$ cat src/rtl/serial_adder.sv
// Multi-cycle adder/subtractor: WIDTH-bit operands are consumed DIGIT bits per clock,
// least-significant digit first, through a registered carry, with valid/ready on both sides.
module serial_adder #(
    parameter int unsigned WIDTH = 8,
    parameter int unsigned DIGIT = 1
) (
    input  logic             clk,
    input  logic             reset,
    input  logic             in_valid,
    output logic             in_ready,
    input  logic [WIDTH-1:0] a,
    input  logic [WIDTH-1:0] b,
    input  logic             cin,
    input  logic             sub,
    output logic             out_valid,
    input  logic             out_ready,
    output logic [WIDTH-1:0] s,
    output logic             cout,
    output logic             ovf
);

    localparam int unsigned N  = WIDTH / DIGIT;
    localparam int unsigned CW = (N > 1) ? $clog2(N) : 1;
    localparam logic [CW-1:0]    LastCnt = CW'(N - 1);
    localparam logic [WIDTH-1:0] DigMask = WIDTH'({DIGIT{1'b1}});

    if (WIDTH < 2) begin : gen_bad_width
        $error("serial_adder: WIDTH must be >= 2");
    end
    if ((WIDTH % DIGIT) != 0) begin : gen_bad_digit
        $error("serial_adder: WIDTH must be a multiple of DIGIT");
    end

    typedef enum logic [1:0] {
        StIdle,
        StRun,
        StDone
    } state_e;

    state_e           state_q;
    logic [WIDTH-1:0] a_q;
    logic [WIDTH-1:0] b_q;
    logic             carry_q;
    logic [CW-1:0]    cnt_q;
    logic [WIDTH-1:0] s_q;
    logic             cout_q;
    logic             ovf_q;

    logic [DIGIT-1:0] a_dig;
    logic [DIGIT-1:0] b_dig;
    logic [DIGIT:0]   dig_sum;
    logic [31:0]      sh;
    logic [WIDTH-1:0] s_upd;
    logic             ovf_upd;

    // Operands shift right each digit, so the active digit always sits in the low bits and
    // on the last digit its top bit is the operand sign bit.
    always_comb begin
        a_dig   = a_q[DIGIT-1:0];
        b_dig   = b_q[DIGIT-1:0];
        dig_sum = {1'b0, a_dig} + {1'b0, b_dig} + (DIGIT + 1)'(carry_q);
        sh      = 32'(cnt_q) * DIGIT;
        s_upd   = (s_q & ~(DigMask << sh)) | (WIDTH'(dig_sum[DIGIT-1:0]) << sh);
        ovf_upd = (a_dig[DIGIT-1] == b_dig[DIGIT-1]) && (dig_sum[DIGIT-1] != a_dig[DIGIT-1]);
    end

    always_ff @(posedge clk or posedge reset) begin
        if (reset) begin
            state_q <= StIdle;
            a_q     <= '0;
            b_q     <= '0;
            carry_q <= 1'b0;
            cnt_q   <= '0;
            s_q     <= '0;
            cout_q  <= 1'b0;
            ovf_q   <= 1'b0;
        end else begin
            unique case (state_q)
                StIdle: begin
                    if (in_valid) begin
                        a_q     <= a;
                        b_q     <= sub ? ~b : b;
                        // Subtraction folds the two's-complement +1 into the carry-in.
                        carry_q <= sub | cin;
                        cnt_q   <= '0;
                        state_q <= StRun;
                    end
                end
                StRun: begin
                    s_q     <= s_upd;
                    carry_q <= dig_sum[DIGIT];
                    a_q     <= a_q >> DIGIT;
                    b_q     <= b_q >> DIGIT;
                    cnt_q   <= cnt_q + 1'b1;
                    if (cnt_q == LastCnt) begin
                        cout_q  <= dig_sum[DIGIT];
                        ovf_q   <= ovf_upd;
                        cnt_q   <= '0;
                        state_q <= StDone;
                    end
                end
                StDone: begin
                    if (out_ready) begin
                        state_q <= StIdle;
                    end
                end
                default: state_q <= StIdle;
            endcase
        end
    end

    assign in_ready  = (state_q == StIdle);
    assign out_valid = (state_q == StDone);
    assign s         = s_q;
    assign cout      = cout_q;
    assign ovf       = ovf_q;

endmodule

$ cat config.mk
export PLATFORM = sky130hd
export DESIGN_NAME = serial_adder
export DESIGN_NICKNAME = d
export VERILOG_FILES = /design/src/rtl/serial_adder.sv
export SDC_FILE = /design/constraint.sdc
export NUM_CORES = 1
export LEC_CHECK = 0
export ABC_AREA = 1
export CORE_MARGIN = 2
export CORE_UTILIZATION = 35
export DETAILED_ROUTE_END_ITERATION = 12
export GPL_TIMING_DRIVEN = 0
export HOLD_SLACK_MARGIN = 0.15
export PLACE_DENSITY = 0.63
export SLEW_MARGIN = 20
export SYNTH_ARGS = -nofsm -noshare
export SYNTH_HDL_FRONTEND = slang
export SYNTH_SLANG_ARGS = --single-unit
$ cat constraint.sdc
create_clock -name clk -period 1.71 [get_ports clk]
set_clock_uncertainty 0.1 [all_clocks]
set_input_delay 0.342 -clock clk [delete_from_list [all_inputs] [get_ports clk]]
set_output_delay 0.342 -clock clk [all_outputs]
set_load 0.03 [all_outputs]
; ---- After elaboration in Yosys (flattened, before gate mapping)
; Index checks and enable logic that the tools add are counted.
[totals]
input_bits = 22
reg_bits = 32
out_inout_bits = 12
[op_classes]
shift = 2
eq_ne = 8
muxes = 14
addsub = 3
n_reduce_logical = 6
bitwise = 5
[ops]
columns = operator, n
row1 = one-hot mux 8 bit (2 select lines), 2
row2 = two-way mux 8 bit, 3
row3 = inverter 8 bit, 2
row4 = AND 8 bit, 1
row5 = OR 8 bit, 1
row6 = left shift 1 x 3 -> 8 bit, 1
row7 = left shift 1 x 3 -> 8 bit (first input constant), 1
row8 = two-way mux 2 bit, 3
row9 = two-way mux 3 bit, 2
row10 = one-hot mux 2 bit (3 select lines), 1
row11 = one-hot mux 3 bit (2 select lines), 1
row12 = inequality test 2 bit (second input constant), 2
row13 = AND reduction 2 bit, 2
row14 = adder 3 x 1 -> 3 bit (second input constant), 1
row15 = equality test 3 bit (second input constant), 1
row16 = AND reduction 3 bit, 1
row17 = adder 1 x 1 -> 2 bit, 1
row18 = adder 2 x 1 -> 2 bit, 1
row19 = equality test 2 x 1 -> 1 bit (second input constant), 1
row20 = equality test 2 bit (second input constant), 1
row21 = logical NOT 2 bit, 1
row22 = inequality test 2 x 1 -> 1 bit (second input constant), 1
row23 = one-hot mux 1 bit (2 select lines), 1
row24 = nonzero test 2 bit, 1
row25 = 5 further kinds, 5

; ---- Longest topological paths before layout
[logic_depth]
depth_word = 4
mapped_depth = 7
mapped_depth_nobuf = 7

; ---- Worst setup path before layout
; OpenSTA, ideal clock, no wires.
[synth_path]
kind = register -> register
from = reg a_q[0]
to = reg s_q[1] (netlist: s[1])
path_buffers = 0
t_required_ns = 1.545
path_stages_with_launch = 6
slack_ns = 0.237
arrival_time_ns = 1.308
cell_sequence = dfrtp_1 > inv_1 > fa_1 > nor3_1 > nand2_1 > nand2_1
[synth_between]
elab_chain_len = 4
[synth_lines]
columns = item, line
row1 = start: declaration, 41  ; logic [WIDTH-1:0] a_q;
row2 = start signal: assignment, 92  ; a_q <= a_q >> DIGIT;
row3 = adder 1 x 1 -> 2 bit, 61  ; dig_sum = {1'b0, a_dig} + {1'b0, b_dig} + (DIGIT + 1)'(carry_q);
row4 = adder 2 x 1 -> 2 bit, 61
row5 = left shift 1 x 3 -> 8 bit, 63  ; s_upd = (s_q & ~(DigMask << sh)) | (WIDTH'(dig_sum[DIGIT-1:0]) << sh);
row6 = OR 8 bit, 63
row7 = end signal: assignment, 90  ; s_q <= s_upd;
row8 = end: declaration, 45  ; logic [WIDTH-1:0] s_q;
; No other way between the ends.
; A chain may end at the register's enable or synchronous reset.

; ---- Final worst setup path
[layout_path]
from = reg a_q[0]
to = reg ovf_q (netlist: ovf)
[layout_between]
elab_chain_len = 4
elab_cells_between_ends = 5
classes_between = 2 x add/sub / 2 x eq/ne / 1 x reduce/logical
[layout_lines]
columns = item, line
row1 = adder 1 x 1 -> 2 bit, 61
row2 = adder 2 x 1 -> 2 bit, 61
row3 = inequality test 1 bit, 64  ; ovf_upd = (a_dig[DIGIT-1] == b_dig[DIGIT-1]) && (dig_sum[DIGIT-1] != a_dig[DIGIT-1]);
row4 = logical AND 1 bit (*), 64
row5 = end signal: assignment, 97  ; ovf_q <= ovf_upd;
row6 = end: declaration, 47  ; logic ovf_q;
; Mark *: on every way between the ends. The rest lies on a longest branch, timed or not.

==> metrics <==
most common cell in the netlist nand2_1; Die H 74.4 microns; hold endpoint a_q[6]; Seq/Total Area, Yosys 0.462; max_cap viols 0; EDFF count, synth 0; Yosys cell types 21; routed length per instance 11.6 microns; Ant. Diodes 0; Area Growth Syn to Fin 27.5%; post-DP HPWL 2.67 mm; routability cong. 0.733; WHS Path Cells 3; Pleak 1.14 nW; asr flop ratio synth 1.00; Met3 Wirelength 211 microns; core area 0.00475 sq mm; CP Capture Type flop; GR Util All Layers 0.159; routed vias 1514; Power per Cell Area 1630 mW/mm^2; met2 routed WL 1.84 mm; final WL 3.76 mm; Reg-to-Reg End ovf; CP max FO 6; Crit path max-delay family adder cells; Clock transition at path regs 0.06 ns; Top Ports 34; final instance area 0.00221 sq mm; Clock H-tree levels 2; critical path class reg2reg; top cells by area, synth dfrtp_1, nand2_1, nand3_1, ha_1, inv_1; post-layout util 0.465; final hold violation count 0; Iteration-0 DRC Markers 88; Clock Path Buffers 2; nets@finish 289; Worst Hold Class in2reg; die width 74.4 microns; area of the multi-input gates 807 sq um; worst path bufs/invs 1; Critical Path Source a_q[0]; CTS Buf Count 5; buffers added on ports 31; FP Rows 25; placed cell area 0.00213 sq mm; number of cells on the critical path 7; drt pass-1 iters 4; die area 0.00553 sq mm; Clock Latency Late Sink 0.28 ns; post-synth top area cell dfrtp_1; CP Cell Sequence inv_1 -> fa_2 -> nor2_1 -> nand2_1 -> nand2_1 -> nand2_1 -> nand2_1; Clock Root Buffer clkbuf_8; R2R cell count 7; fin crit share 0.927; Final setup viols 0; Worst-Margin Slew 0.659 ns; Critical R2R Launch a_q[0]; Final Critical Period 1.58 ns; FF+latch area 802 sq um; synth cell count leaders nand2_1, nand3_1, dfrtp_1; first-pass GRT wire length 6.60 mm; vias in the first global route 1481; RSZ-0062 raised after global routing no; Req. time, crit path 1.78 ns; remaining antenna violation count 0; gr ovfl total 0; outcome finished, final reports clean; Post-Syn Area 0.00173 sq mm; CTS tree built; HP Start in_valid; crit path DAT 1.65 ns; maximum clock frequency 631 MHz; Final WS setup 0.125 ns; reg2reg setup slack 0.13 ns; via/cell ratio 4.66; startpoint types flop; Mapped Nets 249; Yosys reg bits 32; Worst path most repeated cell nand2_1; hold_buf cts 0; layout cells sized above 1 0.120; synth warn 0; pre-CTS setup slack -0.226 ns; Top Layer Used met4; slowest CP cell fa_2; Slew Viols, Final 0; slowest stage delay, CP 0.65 ns; top cell type's share of synthesized area 0.462; VDD IR max 0.564 mV; Post-Synthesis Cells 220; Avg Inst Size Synth 7.88 sq um; Initial Util 0.364; Fillers 489; Rel. slew slack 0.560; drc violations 0; largest net degree at the start of global routing 33; routed length on met1 1.68 mm; CTS Sinks 32; setup TNS 0 ns; initial antenna violation count 0; most used flip-flop cell after synthesis dfrtp_1
-- per-layer routing --
metal | track usage | vias up
met3 | 0.0583 | 4
met1 | 0.200 | 691
met2 | 0.258 | 39
li1 | - | 780
met4 | 0.0456 | 0
met5 | 0 | -
-- report_power, final --
| group | internal [mW] | switching [mW] |
|---|---|---|
| logic | 0.699 | 1.10 |
| registers | 1.07 | 0.215 |
| clock network | 0.262 | 0.244 |
| total | 2.03 | 1.56 |
-- worst register-to-register path, delay by kind of cell, from the launching register on --
family | cells | cell delay, ns
flip-flops | 1 | 0.39
AND/OR/NAND/NOR | 5 | 0.24
buffers and inverters | 1 | 0.09
adder cells (fa/ha/maj) | 1 | 0.65
-- registers in the layout, summed over array words and instances, names as in the netlist --
register / flops
cnt_q: 3
s: 8
ovf: 1
state_q: 2
a_q: 8
carry_q: 1
cout: 1
b_q: 8
-- cell type report --
class,count,share of cell area
Inverter,18,0.0306
Tap cell,67,0.0379
Clock buffer,5,0.0311
Timing Repair Buffer,33,0.138
Sequential cell,32,0.363
Buffer,9,0.0340
Multi-Input combinational cell,161,0.365
-- cell families (layout without fill, tap and decap cells) --
kind of cell	after synthesis	after routing	synth area share
AND/OR/NAND/NOR	145	145	0.371
XOR/XNOR	1	1	0.00506
AO/OA/AOI/OAI	8	8	0.0245
flip-flops	32	32	0.462
buffers and inverters	27	65	0.0823
adder cells (fa/ha/maj)	7	7	0.0549
-- repair_timing --
action                                  4_1_cts  5_1_grt
endpoints found under the setup margin       12        9
setup buffers                                 0        2
resized for setup                            20        6
pin swaps                                     0        1
-- per-stage QoR --
stage / power (mW) / cells / hold WS (ns)
2_1_floorplan: 2.54 / 220 / 0.340
3_3_place_gp: 3.06 / 318 / 0.358
3_5_place_dp: 3.10 / 318 / 0.359
4_1_cts: 3.54 / 323 / 0.322
5_1_grt: 3.93 / 325 / 0.323
6_report: 3.59 / 325 / 0.335
-- how the worst max path moves through the flow --
stage                     slack (ns)   endpoint
final                           0.13        ovf
after global routing            0.04       s[5]
after CTS                       0.03  out_valid
after detailed placement       -0.23   in_ready
after global placement         -0.23   in_ready
after floorplan                 0.24       s[1]
-- cell usage in the layout, fill, tap and decap left out, drive strengths merged, types with 3 or more instances in the layout --
cell,synthesis,layout
inv,18,18
clkdlybuf4s50,0,19
nor3,3,3
nand2,83,83
ha,6,6
clkbuf,0,6
dfrtp,32,32
nor2,9,9
o21ai,7,7
nand3,49,49
buf,9,12
dlygate4sd2,0,10
No activity file was read; power rests on OpenSTA's default activity.
